`src/rtl/uart_rx_byte.sv`:
```
// 8N1 serial receiver: two-flop synchronizer, mid-bit sampling FSM, and a
// valid/ack output register with sticky overrun and one-cycle frame_err pulse.
module uart_rx_byte #(
  parameter int unsigned CLKS_PER_BIT = 104
) (
  input  logic       clk,
  input  logic       rst,
  input  logic       rx_in,
  input  logic       rx_ack,
  output logic [7:0] rx_data,
  output logic       rx_valid,
  output logic       frame_err,
  output logic       overrun,
  output logic       busy
);

  localparam logic [15:0] HALF_RELOAD = 16'(CLKS_PER_BIT / 2 - 1);
  localparam logic [15:0] FULL_RELOAD = 16'(CLKS_PER_BIT - 1);

  typedef enum logic [2:0] {IDLE, START, DATA, STOP, BREAK} state_t;

  state_t      state;
  logic        sync1;
  logic        rx_s;
  logic [15:0] cnt;
  logic [2:0]  bit_idx;
  logic [7:0]  shreg;
  logic        dlv_pend;
  logic        ferr_pend;
  logic        ack_hit;
  logic        deliver;
  logic        drop;

  always_ff @(posedge clk or posedge rst) begin
    if (rst) begin
      sync1 <= 1'b1;
      rx_s  <= 1'b1;
    end else begin
      sync1 <= rx_in;
      rx_s  <= sync1;
    end
  end

  // Stop-sample results are held one cycle so delivery/frame_err land on the
  // cycle after the sample while the FSM is already back in IDLE.
  always_ff @(posedge clk or posedge rst) begin
    if (rst) begin
      state     <= IDLE;
      busy      <= 1'b0;
      cnt       <= '0;
      bit_idx   <= '0;
      shreg     <= '0;
      dlv_pend  <= 1'b0;
      ferr_pend <= 1'b0;
    end else begin
      dlv_pend  <= 1'b0;
      ferr_pend <= 1'b0;
      case (state)
        IDLE: begin
          if (!rx_s) begin
            state <= START;
            busy  <= 1'b1;
            cnt   <= HALF_RELOAD;
          end
        end
        START: begin
          if (cnt != '0) begin
            cnt <= cnt - 16'd1;
          end else if (rx_s) begin
            state <= IDLE;
            busy  <= 1'b0;
            cnt   <= '0;
          end else begin
            state   <= DATA;
            cnt     <= FULL_RELOAD;
            bit_idx <= '0;
          end
        end
        DATA: begin
          if (cnt != '0) begin
            cnt <= cnt - 16'd1;
          end else begin
            shreg[bit_idx] <= rx_s;
            cnt            <= FULL_RELOAD;
            if (bit_idx == 3'd7) state <= STOP;
            else bit_idx <= bit_idx + 3'd1;
          end
        end
        STOP: begin
          if (cnt != '0) begin
            cnt <= cnt - 16'd1;
          end else begin
            cnt <= '0;
            if (rx_s) begin
              state    <= IDLE;
              busy     <= 1'b0;
              dlv_pend <= 1'b1;
            end else begin
              state     <= BREAK;
              ferr_pend <= 1'b1;
            end
          end
        end
        BREAK: begin
          if (rx_s) begin
            state <= IDLE;
            busy  <= 1'b0;
            cnt   <= '0;
          end
        end
        default: begin
          state <= IDLE;
          busy  <= 1'b0;
          cnt   <= '0;
        end
      endcase
    end
  end

  always_comb begin
    ack_hit = rx_ack && rx_valid;
    deliver = dlv_pend && (!rx_valid || rx_ack);
    drop    = dlv_pend && rx_valid && !rx_ack;
  end

  // A delivery on the ack cycle replaces the byte and keeps rx_valid high.
  always_ff @(posedge clk or posedge rst) begin
    if (rst) begin
      rx_data   <= '0;
      rx_valid  <= 1'b0;
      frame_err <= 1'b0;
      overrun   <= 1'b0;
    end else begin
      frame_err <= ferr_pend;
      if (deliver) begin
        rx_data  <= shreg;
        rx_valid <= 1'b1;
      end else if (ack_hit) begin
        rx_valid <= 1'b0;
      end
      if (drop) overrun <= 1'b1;
      else if (ack_hit) overrun <= 1'b0;
    end
  end

endmodule

```
`config.mk`:
```
export PLATFORM = sky130hd
export DESIGN_NAME = uart_rx_byte
export DESIGN_NICKNAME = d
export VERILOG_FILES = /design/src/rtl/uart_rx_byte.sv
export SDC_FILE = /design/constraint.sdc
export NUM_CORES = 1
export LEC_CHECK = 0
export CAP_MARGIN = 20
export CORE_MARGIN = 1
export CORE_UTILIZATION = 60
export CTS_CLUSTER_DIAMETER = 60
export DETAILED_ROUTE_END_ITERATION = 16
export PLACE_DENSITY = 0.81
export REMOVE_ABC_BUFFERS = 1
export SETUP_SLACK_MARGIN = 0.5
export SLEW_MARGIN = 20
export SYNTH_ARGS = -nofsm -noshare
export SYNTH_HDL_FRONTEND = slang
export SYNTH_SLANG_ARGS = --single-unit
```
`constraint.sdc`:
```
create_clock -name clk -period 4.1 [get_ports clk]
set_input_delay 0.82 -clock clk [delete_from_list [all_inputs] [get_ports clk]]
set_output_delay 0.82 -clock clk [all_outputs]
set_load 0.005 [all_outputs]
```
==> key figures, run 1 <==
Run status
  – Outcome: completed

Global routing
  – Pin count of the biggest net entering global routing: 47
  – Total GRT Usage: 24.9%
  – Grt ovf: 0
  – First-pass GRT wire length: 7690 um
  – Number of global-route vias before repair: 1695
  – Antenna violations before repair: 0

STA
  – Slew @ Worst Pin: 0.901 ns
  – Fin crit share: 67.2%
  – # setup viols final: 0
  – Fin. max-slew vios: 0
  – Post-layout min period: 2.76 ns
  – Final Hold Viols: 0
  – RSZ-0062 raised after global routing: no
  – Clock Skew: 0.00692 ns
  – Slew margin rel.: 39.7%
  – Fin worst setup slack: 1.34 ns
  – Setup TNS Final: 0 ns
  – Max Clk Rate: 363 MHz

Synthesis
  – Synthesized area: 2300 sq um
  – Seq/Total Area, Yosys: 50.1%
  – Unique cell type count in the Yosys netlist: 42
  – Post-synth EDFFs: 0
  – Yosys reg bits: 46
  – Post-synth ARST share: 100%
  – Post-Syn Area per Cell: 10.6 sq um
  – Synthesis Warnings: 0
  – Syn Inst Count: 218
  – Main synth FF type: dfrtp_1

Placed design
  – DP Worst Slack: 1.40 ns
  – Area post-placement: 2440 sq um
  – Post-DP HPWL: 3010 um
  – Final GP Congestion: 0.880
  – IO Port Bufs: 15

Routing
  – DRC Markers: 0
  – Initial DRC count: 175
  – Vias per cell: 6.34
  – Average wire per standard cell: 16.1 um
  – Remaining antenna violation count: 0
  – Drt pass-1 iters: 4
  – Post-Route WL: 4410 um
  – Vias: 1736

Setup path
  – R2R depth: 6
  – FF-to-FF setup slack: 1.34 ns
  – Worst Path Required: 4.30 ns
  – Critical Path Source Type: register
  – Critical path endpoint category: register
  – Worst Path Max Fanout: 15
  – Reg2Reg Capture Point: shreg[4]
  – Critical Path AT: 2.95 ns
  – RR Startpoint: cnt[0]
  – Kind of critical path: reg2reg

Min path
  – Worst hold path class: reg2reg
  – Hold Crit Start: ferr_pend
  – Hold depth: 0
  – Hold Path Sink: frame_err

Die
  – Die footprint: 4090 sq um
  – Chip Height: 64.0 um
  – Core footprint: 3660 sq um
  – I/O pin total: 16
  – Num rows: 22
  – Die W: 64.0 um
  – Initial Util: 62.9%

Finish
  – Fin nets: 232
  – Synth-to-Final Area Change: 11.0%
  – Commonest non-fill, non-tap cell in the layout: dfrtp_1
  – Layout fillers: 263
  – Cell area after layout: 2560 sq um
  – Commonest non-fill, non-tap cells in the layout: 44 x dfrtp_1, 17 x mux2_2, 16 x a21oi_1
  – Layout cells sized above 1: 17.3%
  – ANT cells: 0

Clock network
  – CTS Buf Count: 5
  – Sink Count: 46
  – Clk_lat worst skew: 0.31 ns
  – Clk slew on worst S/H paths: 0.08 ns
  – Setup Buffers After CTS: 0
  – H-tree depth: 2
  – Post-cts sizing count: 0
  – CTS Hold Bufs: 0
  – Clk buf depth: 2
  – Clk root buf: clkbuf_8
  – CTS tree: done

Run
  – Max-cap violations: 0

Pwr
  – Static Leakage: 1.15 nW
  – Max IR drop VDD: 0.220 mV
  – Power Density: 319 nW/um^2
-- synthesized netlist by cell type, drive strengths merged (7+ instances only) --
cell type | n | area [sq um]
nor2 | 8 | 30.0
nand2 | 8 | 30.0
a21oi | 17 | 88.8
or3 | 7 | 43.8
o21ai | 7 | 35.0
nor4 | 11 | 75.1
o31ai | 7 | 52.6
inv | 11 | 41.3
clkbuf | 12 | 45.0
dfrtp | 44 | 1100
or4 | 14 | 116
mux2 | 17 | 191
-- routing by layer --
layer	vias to the layer above	GRT usage, %	wire [um]
li1	828	-	-
met1	837	31.4	1950
met2	63	39.1	2130
met5	-	0	0
met4	0	12.5	91
met3	8	7.14	231
-- stage by stage --
step / power [mW] / std cells / hold WS (ns) / utilization, %
floorplan: 0.476 / 202 / 0.331 / -
global placement: 0.483 / 266 / 0.340 / 66.8
detailed placement: 0.484 / 266 / 0.346 / 66.8
CTS: 0.824 / 274 / 0.366 / 69.9
global route: 0.844 / 274 / 0.374 / 69.9
finish: 0.816 / 274 / 0.366 / 69.9
-- flip-flops by register name, summed over array words and instances, names as in the netlist --
name       flops
rx_valid       1
state          3
ferr_pend      1
sync1          1
bit_idx        3
shreg          8
overrun        1
dlv_pend       1
frame_err      1
cnt           16
busy           1
rx_s           1
rx_data        8
-- cells by family after synthesis --
| kind of cell | Yosys count | share of synthesized area [%] |
|---|---|---|
| AO/OA/AOI/OAI | 49 | 13.9 |
| buffers and inverters | 27 | 5.11 |
| AND/OR/NAND/NOR | 72 | 19.4 |
| adder cells (fa/ha/maj) | 5 | 2.50 |
| flip-flops | 46 | 50.1 |
| XOR/XNOR | 2 | 0.761 |
| multiplexers | 17 | 8.31 |
-- cell type report --
cell class | instances | area [sq um] | share of cell area [%]
multi-input cells | 145 | 1030 | 40.4
repair buffers | 16 | 158 | 6.16
inverters | 11 | 41.3 | 1.61
clock inverters | 3 | 43.8 | 1.71
well taps | 48 | 60.1 | 2.35
flip-flops and latches | 46 | 1150 | 45.1
clock buffers | 5 | 68.8 | 2.69
-- power by group --
| group | leakage, nW | switching, mW | internal (mW) |
|---|---|---|---|
| sequential | 0.610 | 0.00272 | 0.455 |
| combinational | 0.485 | 0.0111 | 0.00510 |
| clock | 0.0585 | 0.159 | 0.183 |
| total | 1.15 | 0.173 | 0.643 |
-- worst max-delay path: stages, from the launching register on --
cell and delay (ns):
dfrtp_1 0.42, inv_1 0.10, ha_1 0.18, or3b_2 0.61, or4_4 0.61, nor4_1 0.35, mux2_2 0.37
-- worst max-delay path by stage --
| stage | cells past startpoint | from | slack, ns | to |
|---|---|---|---|---|
| 2_1_floorplan | 6 | cnt[0] | 1.57 | bit_idx[0] |
| 3_3_place_gp | 6 | cnt[0] | 1.44 | shreg[4] |
| 3_5_place_dp | 6 | cnt[0] | 1.40 | shreg[4] |
| 4_1_cts | 6 | cnt[0] | 1.37 | shreg[4] |
| 5_1_grt | 6 | cnt[0] | 1.21 | shreg[4] |
| 6_report | 6 | cnt[0] | 1.34 | shreg[4] |
Power figures use the tool's default switching activity.
==> run 2, diff against run 1 <==
- CORE_UTILIZATION: 60 -> 52
- PLACE_DENSITY: 0.81 -> 0.75
- clock period: 4.1 -> 2.3 ns (I/O delays scaled with it)
==> key figures, run 2 (synthesized netlist as in run 1, its figures left out) <==
Routing
  – DRC Markers: 0
  – Vias: 1970
  – Post-Route WL: 6030 um
  – Average wire per standard cell: 19.3 um
  – Initial DRC count: 89
  – Vias per cell: 6.29
  – Remaining antenna violation count: 0
  – Drt pass-1 iters: 6

Pwr
  – Static Leakage: 1.39 nW
  – Total power: 1.45 mW
  – Power Density: 449 nW/um^2
  – Max IR drop VDD: 0.613 mV

Global routing
  – GRT met3 Usage: 6.58%
  – Grt ovf: 0
  – Number of global-route vias before repair: 1881
  – GR Layer Usage met2: 44.5%
  – GR peak layer: met2
  – Pin count of the biggest net entering global routing: 47
  – Met1 Use GR: 35.0%
  – Antenna violations before repair: 0
  – Total GRT Usage: 27.5%
  – First-pass GRT wire length: 9180 um

Setup path
  – WP buf/inv: 0
  – CP delay by family, top: simple AND/OR/NAND/NOR gates
  – WP depth: 4
  – Worst Path Required: 2.48 ns
  – Critical path endpoint category: register
  – Slowest-stage cell, CP: or4_4
  – RR Startpoint: cnt[8]
  – Kind of critical path: reg2reg
  – CP startpoint: cnt[8]
  – CP max stage delay: 0.62 ns
  – R2R depth: 4
  – Critical Path AT: 2.56 ns
  – Critical Path Source Type: register
  – CP cell instances: or4_4 > or4_4 > or3_4 > mux2_4
  – Worst Path Max Fanout: 5
  – CP dominant cell by count: or4_4

Placed design
  – Placed cell count: 293
  – Post-DP HPWL: 3230 um
  – DP Worst Slack: -0.233 ns
  – Area post-placement: 2650 sq um
  – Final GP Congestion: 0.853
  – IO Port Bufs: 15

Run status
  – Failing checks: setup timing
  – Outcome: finished, violations left

Clock network
  – H-tree depth: 2
  – Sink Count: 46
  – Clk_lat worst skew: 0.30 ns
  – CTS Buf Count: 5
  – CTS tree: done
  – Clk root buf: clkbuf_8
  – Clk slew on worst S/H paths: 0.09 ns
  – Clk buf depth: 2
  – CTS Hold Bufs: 0

Min path
  – Hold Crit Start: sync1
  – Worst hold path class: reg2reg
  – Hold depth: 0

STA
  – Fin worst setup slack: -0.0729 ns
  – Clock Skew: 0.00829 ns
  – Worst hold slack: 0.363 ns
  – Slew @ Worst Pin: 1.20 ns
  – Slew margin rel.: 19.7%
  – Fin crit share: 103%
  – Post-layout min period: 2.37 ns
  – RSZ-0062 raised after global routing: yes
  – Setup TNS Final: -0.382 ns
  – Fin. max-slew vios: 0
  – Final Hold Viols: 0
  – # setup viols final: 9
  – Max Clk Rate: 421 MHz

Die
  – Core footprint: 4120 sq um
  – Die footprint: 4700 sq um
  – Num rows: 23
  – Chip Height: 68.6 um
  – Die W: 68.6 um
  – Initial Util: 56.0%
  – I/O pin total: 16

Finish
  – Commonest non-fill, non-tap cell in the layout: dfrtp_1
  – Finished Layout Cells: 313
  – Largest registers: cnt x16, rx_data x8, shreg x8
  – Most flops, register: cnt
  – Fin util: 78.7%
  – Layout cells sized above 1: 44.9%
  – Synth-to-Final Area Change: 40.5%
  – Max reg flops: 16
  – Commonest non-fill, non-tap cells in the layout: 44 x dfrtp_1, 28 x buf_4, 15 x clkdlybuf4s50_1
  – ANT cells: 0
  – Fin nets: 269
  – Cell area after layout: 3240 sq um

Run
  – Max-cap violations: 0
==> run 2: worst reg2reg max path, cell delays in order (launching register included) <==
cell and delay, ns:
dfrtp_1 0.40, or4_4 0.58, or4_4 0.62, or3_4 0.38
mux2_4 0.27
==> run 2: report_power, final <==
part           internal [mW]  switching (mW)
sequential             0.811         0.00114
clock                  0.324           0.275
combinational         0.0131          0.0277
total                   1.15           0.304
==> run 2: final cells by class <==
| class | instances | area, sq um |
|---|---|---|
| inverters | 11 | 41.3 |
| multi-input cells | 146 | 1400 |
| flip-flops and latches | 46 | 1150 |
| clock inverters | 2 | 37.5 |
| well taps | 50 | 62.6 |
| repair buffers | 52 | 474 |
| fillers | 243 | 878 |
| clock buffers | 6 | 72.6 |
==> run 2: timing repair <==
action	in CTS	in global routing
setup endpoints to repair	33	33
setup buffers	6	5
gates cloned	1	0
pin swaps	17	10
resized for setup	64	16
==> run 2: path summary, 6_finish.rpt <==
| path | to | slack, ns |
|---|---|---|
| worst max-delay path | bit_idx[0] | -0.07 |
| worst min-delay path | rx_s | 0.36 |
| worst max register to register | bit_idx[0] | -0.07 |
| worst min register to register | rx_s | 0.36 |
| max in group asynchronous | sync1 | 1.52 |
| min in group asynchronous | overrun | 0.51 |
==> run 2: layer usage <==
| layer | vias to the layer above | part of all wire [%] |
|---|---|---|
| li1 | 904 | - |
| met1 | 986 | 43 |
| met2 | 64 | 49 |
| met3 | 16 | 4.9 |
| met4 | 0 | 2.8 |
| met5 | - | 0 |
